<file path="src/rtl/dmem_arbiter_pkg.sv">
// Shared definitions for the data-memory arbiter: port indices, response
// metadata and the DEPTH-derived byte-address limit.
package dmem_arbiter_pkg;

    localparam int unsigned PORT_CORE = 0;
    localparam int unsigned PORT_DBG  = 1;
    localparam int unsigned ERR_W     = 1;

    typedef enum logic {
        RSP_IDLE = 1'b0,
        RSP_BUSY = 1'b1
    } rsp_state_e;

    // Captured at accept time, presented one cycle later.
    typedef struct packed {
        logic             port;
        logic [ERR_W-1:0] err;
    } rsp_meta_t;

    // First illegal byte address for a word memory of the given depth.
    function automatic logic [63:0] addr_limit(input int unsigned depth);
        return 64'(depth) * 64'd4;
    endfunction

endpackage

</file>
<file path="src/rtl/dmem_arbiter_rr_arb2.sv">
// Two-requester round-robin grant; a tie goes to the port that did not win
// the previous accepted grant.
module rr_arb2
    import dmem_arbiter_pkg::*;
(
    input  logic       clk,
    input  logic       rst,
    input  logic [1:0] req,
    output logic [1:0] grant
);

    logic last_grant;

    always_comb begin
        grant = 2'b00;
        if (!rst) begin
            case (req)
                2'b01:   grant = 2'b01;
                2'b10:   grant = 2'b10;
                2'b11:   grant = (last_grant == 1'(PORT_CORE)) ? 2'b10 : 2'b01;
                default: grant = 2'b00;
            endcase
        end
    end

    // Every grant is an accept, since the winner's ready mirrors its valid.
    always_ff @(posedge clk) begin
        if (rst) begin
            last_grant <= 1'(PORT_DBG);
        end else if (|grant) begin
            last_grant <= grant[1];
        end
    end

endmodule

</file>
<file path="src/rtl/dmem_arbiter.sv">
// Two-port arbiter in front of the single-port data memory: round-robin
// grant, alignment/range check, memory strobes and a one-cycle response.
module dmem_arbiter
    import dmem_arbiter_pkg::*;
#(
    parameter int unsigned ADDR_W = 32,
    parameter int unsigned DATA_W = 32,
    parameter int unsigned DEPTH  = 256
) (
    input  logic              clk,
    input  logic              rst,

    input  logic              p0_req_valid,
    output logic              p0_req_ready,
    input  logic              p0_req_we,
    input  logic [ADDR_W-1:0] p0_req_addr,
    input  logic [DATA_W-1:0] p0_req_wdata,
    output logic              p0_rsp_valid,
    output logic [DATA_W-1:0] p0_rsp_rdata,
    output logic              p0_rsp_err,

    input  logic              p1_req_valid,
    output logic              p1_req_ready,
    input  logic              p1_req_we,
    input  logic [ADDR_W-1:0] p1_req_addr,
    input  logic [DATA_W-1:0] p1_req_wdata,
    output logic              p1_rsp_valid,
    output logic [DATA_W-1:0] p1_rsp_rdata,
    output logic              p1_rsp_err,

    output logic              mem_read,
    output logic              mem_write,
    output logic [ADDR_W-1:0] mem_addr,
    output logic [DATA_W-1:0] mem_wdata,
    input  logic [DATA_W-1:0] mem_rdata
);

    localparam logic [ADDR_W:0] ADDR_LIMIT = (ADDR_W + 1)'(addr_limit(DEPTH));

    logic [1:0]        valid;
    logic [1:0]        grant;
    logic              accept;
    logic              sel_port;
    logic              sel_we;
    logic [ADDR_W-1:0] sel_addr;
    logic [DATA_W-1:0] sel_wdata;
    logic              addr_err;
    logic              good_read;

    rsp_state_e        state_q;
    rsp_state_e        state_d;
    rsp_meta_t         meta_q;
    logic [DATA_W-1:0] rdata_q;

    assign valid = {p1_req_valid, p0_req_valid};

    rr_arb2 u_arb (
        .clk   (clk),
        .rst   (rst),
        .req   (valid),
        .grant (grant)
    );

    assign p0_req_ready = grant[0];
    assign p1_req_ready = grant[1];
    assign accept       = |grant;
    assign sel_port     = grant[1];

    // Winning request fields.
    always_comb begin
        sel_we    = p0_req_we;
        sel_addr  = p0_req_addr;
        sel_wdata = p0_req_wdata;
        if (sel_port == 1'(PORT_DBG)) begin
            sel_we    = p1_req_we;
            sel_addr  = p1_req_addr;
            sel_wdata = p1_req_wdata;
        end
    end

    // Out-of-range addresses are errors, never aliased into the array.
    assign addr_err  = (sel_addr[1:0] != 2'b00) || ({1'b0, sel_addr} >= ADDR_LIMIT);
    assign good_read = accept && !addr_err && !sel_we;

    always_comb begin
        mem_read  = 1'b0;
        mem_write = 1'b0;
        mem_addr  = '0;
        mem_wdata = '0;
        if (accept) begin
            mem_read  = !addr_err && !sel_we;
            mem_write = !addr_err && sel_we;
            mem_addr  = sel_addr;
            mem_wdata = sel_wdata;
        end
    end

    // Response state register.
    always_ff @(posedge clk) begin
        if (rst) begin
            state_q <= RSP_IDLE;
        end else begin
            state_q <= state_d;
        end
    end

    // Response next state: stay busy only while accepts keep arriving.
    always_comb begin
        state_d = RSP_IDLE;
        case (state_q)
            RSP_IDLE: state_d = accept ? RSP_BUSY : RSP_IDLE;
            RSP_BUSY: state_d = accept ? RSP_BUSY : RSP_IDLE;
            default:  state_d = RSP_IDLE;
        endcase
    end

    // Response payload captured at accept.
    always_ff @(posedge clk) begin
        if (rst) begin
            meta_q  <= '0;
            rdata_q <= '0;
        end else if (accept) begin
            meta_q.port <= sel_port;
            meta_q.err  <= ERR_W'(addr_err);
            rdata_q     <= good_read ? mem_rdata : '0;
        end
    end

    // Response outputs steered to the port that was granted.
    always_comb begin
        p0_rsp_valid = 1'b0;
        p0_rsp_rdata = '0;
        p0_rsp_err   = 1'b0;
        p1_rsp_valid = 1'b0;
        p1_rsp_rdata = '0;
        p1_rsp_err   = 1'b0;
        if (!rst && state_q == RSP_BUSY) begin
            if (meta_q.port == 1'(PORT_DBG)) begin
                p1_rsp_valid = 1'b1;
                p1_rsp_rdata = rdata_q;
                p1_rsp_err   = meta_q.err[0];
            end else begin
                p0_rsp_valid = 1'b1;
                p0_rsp_rdata = rdata_q;
                p0_rsp_err   = meta_q.err[0];
            end
        end
    end

endmodule

</file>
<file path="config.mk">
export PLATFORM = sky130hd
export DESIGN_NAME = dmem_arbiter
export DESIGN_NICKNAME = d
export VERILOG_FILES = /design/src/rtl/dmem_arbiter_pkg.sv /design/src/rtl/dmem_arbiter_rr_arb2.sv /design/src/rtl/dmem_arbiter.sv
export SDC_FILE = /design/constraint.sdc
export NUM_CORES = 1
export LEC_CHECK = 0
export ABC_AREA = 1
export CAP_MARGIN = 20
export CORE_AREA = 3 3 118 120
export DETAILED_ROUTE_END_ITERATION = 10
export DIE_AREA = 0 0 121 123
export PLACE_DENSITY = 0.63
export SYNTH_ARGS = -nofsm -noshare
export SYNTH_HDL_FRONTEND = slang
export SYNTH_HIERARCHICAL = 1
export SYNTH_SLANG_ARGS = --single-unit
</file>
<file path="constraint.sdc">
create_clock -name clk -period 2.8 [get_ports clk]
set_clock_uncertainty 0.05 [all_clocks]
set_input_delay 0.42 -clock clk [delete_from_list [all_inputs] [get_ports clk]]
set_output_delay 0.42 -clock clk [all_outputs]
set_load 0.005 [all_outputs]
</file>
# == After elaboration in Yosys (flattened, before gate mapping) ==
# Cells that the tools add are included.
# word_totals
out_inout_bits,136
reg_bits,36
inputBits,166
wordCells,44
# classes
n_lt_le_gt_ge,1
muxes,24
n_eq_ne,3
reduce_logical,11
# op_table
cell,count
two-way mux 32 bit,9
">= comparator 32 x 11 -> 1 bit, second input constant",1
two-way mux 1 bit,12
case mux 2 bit (3 select lines),1
logical AND 1 bit,5
"== test 2 bit, second input constant",2
two-way mux 2 bit,2
logical NOT 1 bit,3
"== test 2 x 1 -> 1 bit, second input constant",1
nonzero test 2 bit,1
OR reduction 2 bit,1
logical OR 1 bit,1

# == Depth between registers and ports, before layout ==
# Gate-level depths: netlist of the first run.
# logic_depth
ltp_word,10
ltp_mapped,15
ltp_nobuf,12

# == Hierarchy ==
# The synthesis of the first run kept the hierarchy.
# modules_own_cells
mod,n_inst,seq_area_each_um2,cells_per_inst,area_per_inst_um2
dmem_arbiter,1,700.7,579,3070.4
rr_arb2,1,20.0,13,71.3

# == Least setup slack after synthesis of the first run ==
# OpenSTA, ideal clock, no wires.
# synth_timing
path_type,input to output
startpoint,input p0_req_valid
endpoint,output mem_read
path_slack_ps,589
arrival_time_ps,1741
n_path_buf,2
t_required_ps,2330
stages,10
path_cell_list,nand2_1 -> nand2_1 -> nor2_1 -> buf_6 -> buf_2 -> mux2i_1 -> nand2_1 -> nor2_4 -> nand2_1 -> nor2_1
# synth_between
elab_chain_cells,9
elab_cells_between_ends,15
classes_between,order compare (1); eq/ne (3); mux (5); reduce/logical (6)
# synth_rtl
element,line_no,text
start: declaration,dmem_arbiter.sv:13,"input logic p0_req_valid,"
== test 2 bit / == test 2 x 1 -> 1 bit (equally long branches),dmem_arbiter_rr_arb2.sv:17,case (req)
case mux 2 bit (3 select lines) *,dmem_arbiter_rr_arb2.sv:17,
two-way mux 2 bit *,dmem_arbiter_rr_arb2.sv:16,if (!rst) begin
via p1_req_ready,dmem_arbiter.sv:23,"output logic p1_req_ready,"
two-way mux 32 bit,dmem_arbiter.sv:74,if (sel_port == 1'(PORT_DBG)) begin
>= comparator 32 x 11 -> 1 bit / nonzero test 2 bit (equally long branches),dmem_arbiter.sv:82,"assign addr_err = (sel_addr[1:0] != 2'b00) || ({1'b0, sel_addr} >= ADDR_LIMIT);"
logical OR 1 bit,dmem_arbiter.sv:82,
logical NOT 1 bit,dmem_arbiter.sv:91,mem_read = !addr_err && !sel_we;
logical AND 1 bit,dmem_arbiter.sv:91,
two-way mux 1 bit *,dmem_arbiter.sv:90,if (accept) begin
end: declaration,dmem_arbiter.sv:31,"output logic mem_read,"
# Mark *: on every way through the listed nets, which the timed path passes. The rest lies on a longest branch.

# == Worst setup path after layout of the first run ==
# layout_timing
startpoint,input p0_req_valid
endpoint,output mem_wdata[3]
# layout_between
elab_chain_cells,5
elab_cells_between_ends,8
classes_between,eq/ne (3); mux (4); reduce/logical (1)
# layout_rtl
element,line_no,text
== test 2 bit / == test 2 x 1 -> 1 bit (equally long branches),dmem_arbiter_rr_arb2.sv:17,
case mux 2 bit (3 select lines) *,dmem_arbiter_rr_arb2.sv:17,
two-way mux 2 bit *,dmem_arbiter_rr_arb2.sv:16,
two-way mux 32 bit / OR reduction 2 bit (equally long branches),"dmem_arbiter.sv:74, dmem_arbiter.sv:66",
two-way mux 32 bit *,dmem_arbiter.sv:90,
end: declaration,dmem_arbiter.sv:34,"output logic [DATA_W-1:0] mem_wdata,"
# Mark *: on every way between the ends. The rest lies on a longest branch, timed or not.

==> flow_metrics.tcl, run 1 <==
set metrics [dict create \
    status "finished, final reports clean" \
    fmax_mhz 375 \
    port_buffers 301 \
    ios 302 \
    cts.path.max_buffers 2 \
    maxCapViolCount 0 \
    cts_buffers 5 \
    synth_edf_count 0 \
    cts_tree "yes" \
    ys_seq_area_share_pct 22.9 \
    synth_common_cells "nand2_1 (183), inv_1 (97), nor2_1 (96), a21oi_1 (48), dfxtp_1 (36)" \
    syn_avg_cell_area_um2 5.31 \
    diodes 0 \
    track_usage_pct 19.0 \
    crit_type "primary input to output port" \
    p_per_area_nw_per_um2 264 \
    slowest_delay_ns 0.49 \
    peakVddDrop_mv 0.211 \
    first_iter_violations 286 \
    synth_top_area_share_pct 22.9 \
    drv_slew 0 \
    critPathSlowestCell "clkdlybuf4s50_1" \
    ys_ff_latch 36 \
    crit_path_cell_trace "dlygate4sd2_1 -> nand2_1 -> nand2_2 -> nor2_4 -> buf_12 -> inv_12 -> buf_6 -> buf_8 -> buf_6 -> nand2_1 -> o21ai_0 -> inv_1 -> clkdlybuf4s50_1" \
    cp.required_ns 2.33 \
    layout-drive-gt1-share_pct 9.38 \
    synth.area.top_cells "dfxtp_1 (23%), nand2_1 (22%), inv_1 (12%)" \
    worstPathArrival_ns 2.20 \
    grt_first_pass_wirelength_um 22800 \
    cts.htree.levels 2 \
    die_y_um 123 \
    first_pass_iters 4 \
    fin_crit_sh_pct 95.3 \
    setup.worst_path.end_class "output port" \
    cp-start-kind "primary input" \
    wl_per_cell_um 13.7 \
    final_hold_viol_count 0 \
    synth_warnings 6 \
    die_w_um 121 \
    area_growth_pct 119 \
    yosysMostFrequentCell "nand2_1" \
    syn_nets 758 \
    finalWirelength_um 14800 \
    cts_sinks 36 \
    grt_max_degree 38 \
    synthArstFlopShare_pct 0 \
    synth_cell_type_count 24 \
    setup_ws_ns 0.133 \
    grt-ovfl-total 0 \
    grt_pass1_vias 4299 \
    setup_viol 0 \
    total_power_w 0.00181 \
    final_cells 1082 \
    clkTransAtPathRegs_ns 0.05 \
    dieArea_um2 14900 \
    rows 42 \
    routabilityCongestion 0.872 \
    hp-class "register to register" \
    hold_buffers 0 \
    post-place-cells 1069 \
    clk_latency_ns 0.27 \
    synthFlopType "dfxtp_1" \
    vias_per_cell 4.25 \
    path_max_fanout 22 \
    pre_cts_ws_ns -0.395 \
    drcViolationCount 0 \
    nets 1071 \
    start_util_pct 24.0 \
    place_hpwl_um 11700 \
    num_vias 4603 \
    ant_nets 0 \
    tightest_slew_ns 0.357 \
    max_slew_margin_pct 76.2 \
    antenna_found_initial 0 \
    synth_largest_area_cell "dfxtp_1" \
    fp.coreArea_um2 13100 \
    fin_crit_ns 2.67 \
    p_leak_nw 3.09 \
    syn-instance-count 592 \
    postLayoutCoreUtil_pct 52.5 \
    synth_area_um2 3140 \
    clockRootBuffer "clkbuf_16" \
]
==> per-layer routing <==
metal	wire, µm	global-route usage (%)
met4	252	4.60
met3	1060	4.85
met5	0	0
met1	5860	22.3
met2	7640	34.7
==> through the flow <==
stage | setup TNS (ns) | cell area [µm²] | hold slack, ns
after floorplan | 0 | 3140 | 0.395
after global placement | -15.30 | 6520 | 0.401
after detailed placement | -13.70 | 6520 | 0.405
after CTS | 0 | 6820 | 0.414
after global routing | -0.0280 | 6870 | 0.429
final | 0 | 6870 | 0.413
==> power by group <==
group	switching, W	leakage, nW	total [W]	internal (W)
clock	0.000213	0.0772	0.000569	0.000355
sequential	0.00000219	0.291	0.000519	0.000516
combinational	0.000278	2.72	0.000725	0.000447
total	0.000494	3.09	0.00181	0.00132
==> worst max-delay path, delay by kind of cell <==
family | cells | cell delay (ns)
AO/OA/AOI/OAI | 1 | 0.07
AND/OR/NAND/NOR | 4 | 0.30
buffers and inverters | 8 | 1.41
==> flip-flops by register name, summed over array words and instances, names as in the netlist <==
signal            cells
u_arb/last_grant      1
rdata_q              32
meta_q                2
state_q               1
==> area by class of cell <==
| cell class | count | area, µm² |
|---|---|---|
| Clock buffer | 6 | 139 |
| Clock inverter | 2 | 13.8 |
| Fill cell | 1317 | 6210 |
| Inverter | 99 | 384 |
| Multi-Input combinational cell | 413 | 1870 |
| Sequential cell | 36 | 721 |
| Tap cell | 176 | 220 |
| Timing Repair Buffer | 350 | 3520 |
==> cell families after synthesis <==
| group | share of synthesized area, % |
|---|---|
| DFF | 22.9 |
| buffers and inverters | 20.0 |
| muxes | 0.319 |
| and+or+nand+nor | 42.7 |
| AOI/OAI and AO/OA | 14.1 |
==> path summary, 6_finish.rpt <==
| path | from | to | slack, ns | cells after the start |
|---|---|---|---|---|
| worst max-delay path | p0_req_valid | mem_wdata[3] | 0.13 | 13 |
| worst max register to register | u_arb/last_grant$_SDFFE_PP1P_ | rdata_q[11]$_SDFFE_PP0N_ | 0.50 | 15 |
| worst min-delay path | rdata_q[20]$_SDFFE_PP0N_ | rdata_q[20]$_SDFFE_PP0N_ | 0.41 | 2 |
| worst min register to register | rdata_q[20]$_SDFFE_PP0N_ | rdata_q[20]$_SDFFE_PP0N_ | 0.41 | 2 |
==> timing repair <==
item,in CTS,in global routing
resized for setup,32,25
setup buffers,4,0
setup endpoints to repair,99,31
gates cloned,2,0
pin swaps,18,9
==> cells in the final DEF (no fill, tap or decap), types with 7 or more instances in the layout <==
cell type	count
dfxtp_1	36
nand2_1	180
dlymetal6s2s_1	12
buf_4	35
nor2_1	94
a21oi_1	46
clkdlybuf4s50_1	283
inv_1	97
o21ai_0	29
nand2_2	7
nand4_1	32
No activity file was read; power rests on OpenSTA's default activity.
==> run 2, diff against run 1 <==
- ABC_CLOCK_PERIOD_IN_PS: default -> 2800
- CORE_AREA: 3 3 118 120 -> 2 2 117 119
- DIE_AREA: 0 0 121 123 -> 0 0 119 121
- RECOVER_POWER: default -> 100
==> run 2 against run 1 <==
Against the previous run: power fell by 1.4%; maximum frequency is 2.5% lower; global-route usage increased by 0.45 points; register-to-register slack worse by 0.26 ns; first-iteration DRC count shrank 18%; highest routed layer unchanged.
==> flow_metrics.tcl, run 2 (synthesized netlist as in run 1, its figures left out) <==
set metrics [dict create \
    pwr-share-seq_pct 29.0 \
    comb_power_share_pct 40.4 \
    worstPathArrival_ns 2.27 \
    dieArea_um2 14400 \
    cts_sinks 36 \
    most-common-layout-cells "clkdlybuf4s50_1 (215), nand2_1 (181), inv_1 (97)" \
    fmax_mhz 366 \
    p_per_area_nw_per_um2 260 \
    clockRootBuffer "clkbuf_16" \
    p_sw_share_pct 27.8 \
    layout_commonest_cell "clkdlybuf4s50_1" \
    grt_first_pass_wirelength_um 22600 \
    max_slew_margin_pct 56.8 \
    largest_register_ffs 32 \
    maxCapViolCount 0 \
    status "finished, final reports clean" \
    grt-ovfl-total 0 \
    drcViolationCount 0 \
    place_hpwl_um 11200 \
    antenna_found_initial 0 \
    cts_tree "yes" \
    grt_pass1_vias 4412 \
    cp-start-kind "primary input" \
    diodes 0 \
    top_regs "rdata_q x32, meta_q x2" \
    cp.required_ns 2.33 \
    final_area_um2 6870 \
    rows 42 \
    die_y_um 121 \
    clk_latency_ns 0.27 \
    path_max_fanout 21 \
    num_vias 4645 \
    peakVddDrop_mv 0.274 \
    wl_per_cell_um 13.1 \
    ios 302 \
    cts_buffers 5 \
    p_leak_nw 3.23 \
    cts.htree.levels 2 \
    drv_slew 0 \
    final_hold_viol_count 0 \
    fin_crit_ns 2.74 \
    final_cells 1091 \
    hp-class "register to register" \
    dpl-instance-area_um2 6580 \
    setup_viol 0 \
    p_sw_w 0.000497 \
    port_buffers 301 \
    fp.coreArea_um2 13100 \
    fin_crit_sh_pct 97.7 \
    layout-drive-gt1-share_pct 9.29 \
    p_int_w 0.00129 \
    rsz0062_at_grt "true" \
    cts.path.max_buffers 2 \
    post-place-cells 1075 \
    tightest_slew_ns 0.648 \
    die_w_um 119 \
    grt_max_degree 50 \
    area_growth_pct 119 \
    finalWirelength_um 14300 \
    setup_tns_ns 0 \
    largest_register "rdata_q" \
    first_iter_violations 234 \
    setup.worst_path.end_class "output port" \
    routabilityCongestion 0.856 \
    start_util_pct 24.0 \
    first_pass_iters 4 \
    crit_type "primary input to output port" \
    ant_nets 0 \
    clkTransAtPathRegs_ns 0.06 \
    vias_per_cell 4.26 \
    clkPwrFrac_pct 30.6 \
    track_usage_pct 19.5 \
    nets 1080 \
]
-- run 2: area by class of cell --
type,count,area (µm²)
well taps,176,220
flip-flops and latches,36,721
clock inverters,3,18.8
inverters,99,377
clock buffers,5,125
repair buffers,359,3570
fillers,1352,6220
multi-input cells,413,1830
-- run 2: path summary, 6_finish.rpt --
kind	from	to	slack (ns)	cells after the start
max reg2reg	u_arb/last_grant$_SDFFE_PP1P_	rdata_q[19]$_SDFFE_PP0N_	0.24	15
min	rdata_q[12]$_SDFFE_PP0N_	rdata_q[12]$_SDFFE_PP0N_	0.41	2
max	p0_req_valid	mem_wdata[30]	0.06	10
min reg2reg	rdata_q[12]$_SDFFE_PP0N_	rdata_q[12]$_SDFFE_PP0N_	0.41	2
-- run 2: worst max-delay path, stage by stage --
cell             delay [ns]
dlygate4sd2_1          0.25
nand2_1                0.07
nand2_2                0.06
nor2_4                 0.22
inv_6                  0.13
buf_4                  0.17
buf_4                  0.19
o21ai_0                0.23
inv_1                  0.06
clkdlybuf4s50_1        0.45
-- run 2: what timing repair did --
action                                  CTS  global route
buffers inserted                          4             1
pin swaps                                 8            10
endpoints found under the setup margin   66            55
resized for setup                        28            32
gates cloned                              3             0
hold buffers                              0             0
-- run 2: power by group through the flow --
stage	registers, W	logic, W	clock network (W)
finish	0.000519	0.000721	0.000547
floorplan	0.000529	0.000219	0
CTS	0.000519	0.000741	0.000565
global route	0.000519	0.000791	0.000589
detailed placement	0.000530	0.000710	0
global placement	0.000530	0.000711	0
-- run 2: routing by layer --
metal,global-route usage (%),share of wire [%],vias up
met3,5.97,7.8,13
li1,-,-,2450
met4,4.09,1.4,0
met1,22.2,40,2026
met5,0,0,-
met2,35.8,51,156
-- run 2: through the flow --
| step | utilization (%) | setup WS, ns | total power (W) | hold WS [ns] |
|---|---|---|---|---|
| after floorplan | - | 0.589 | 0.000748 | 0.395 |
| after global placement | 50.3 | -0.360 | 0.00124 | 0.404 |
| after detailed placement | 50.3 | -0.391 | 0.00124 | 0.405 |
| after CTS | 52.6 | -0.0312 | 0.00182 | 0.414 |
| after global routing | 52.5 | -0.0420 | 0.00190 | 0.430 |
| final | 52.5 | 0.0645 | 0.00179 | 0.412 |
==> run 3, diff against run 2 <==
- CTS_CLUSTER_DIAMETER: default -> 120
==> results of run 3 <==
No change in the layout: final DEF, timing and power equal those of run 2.
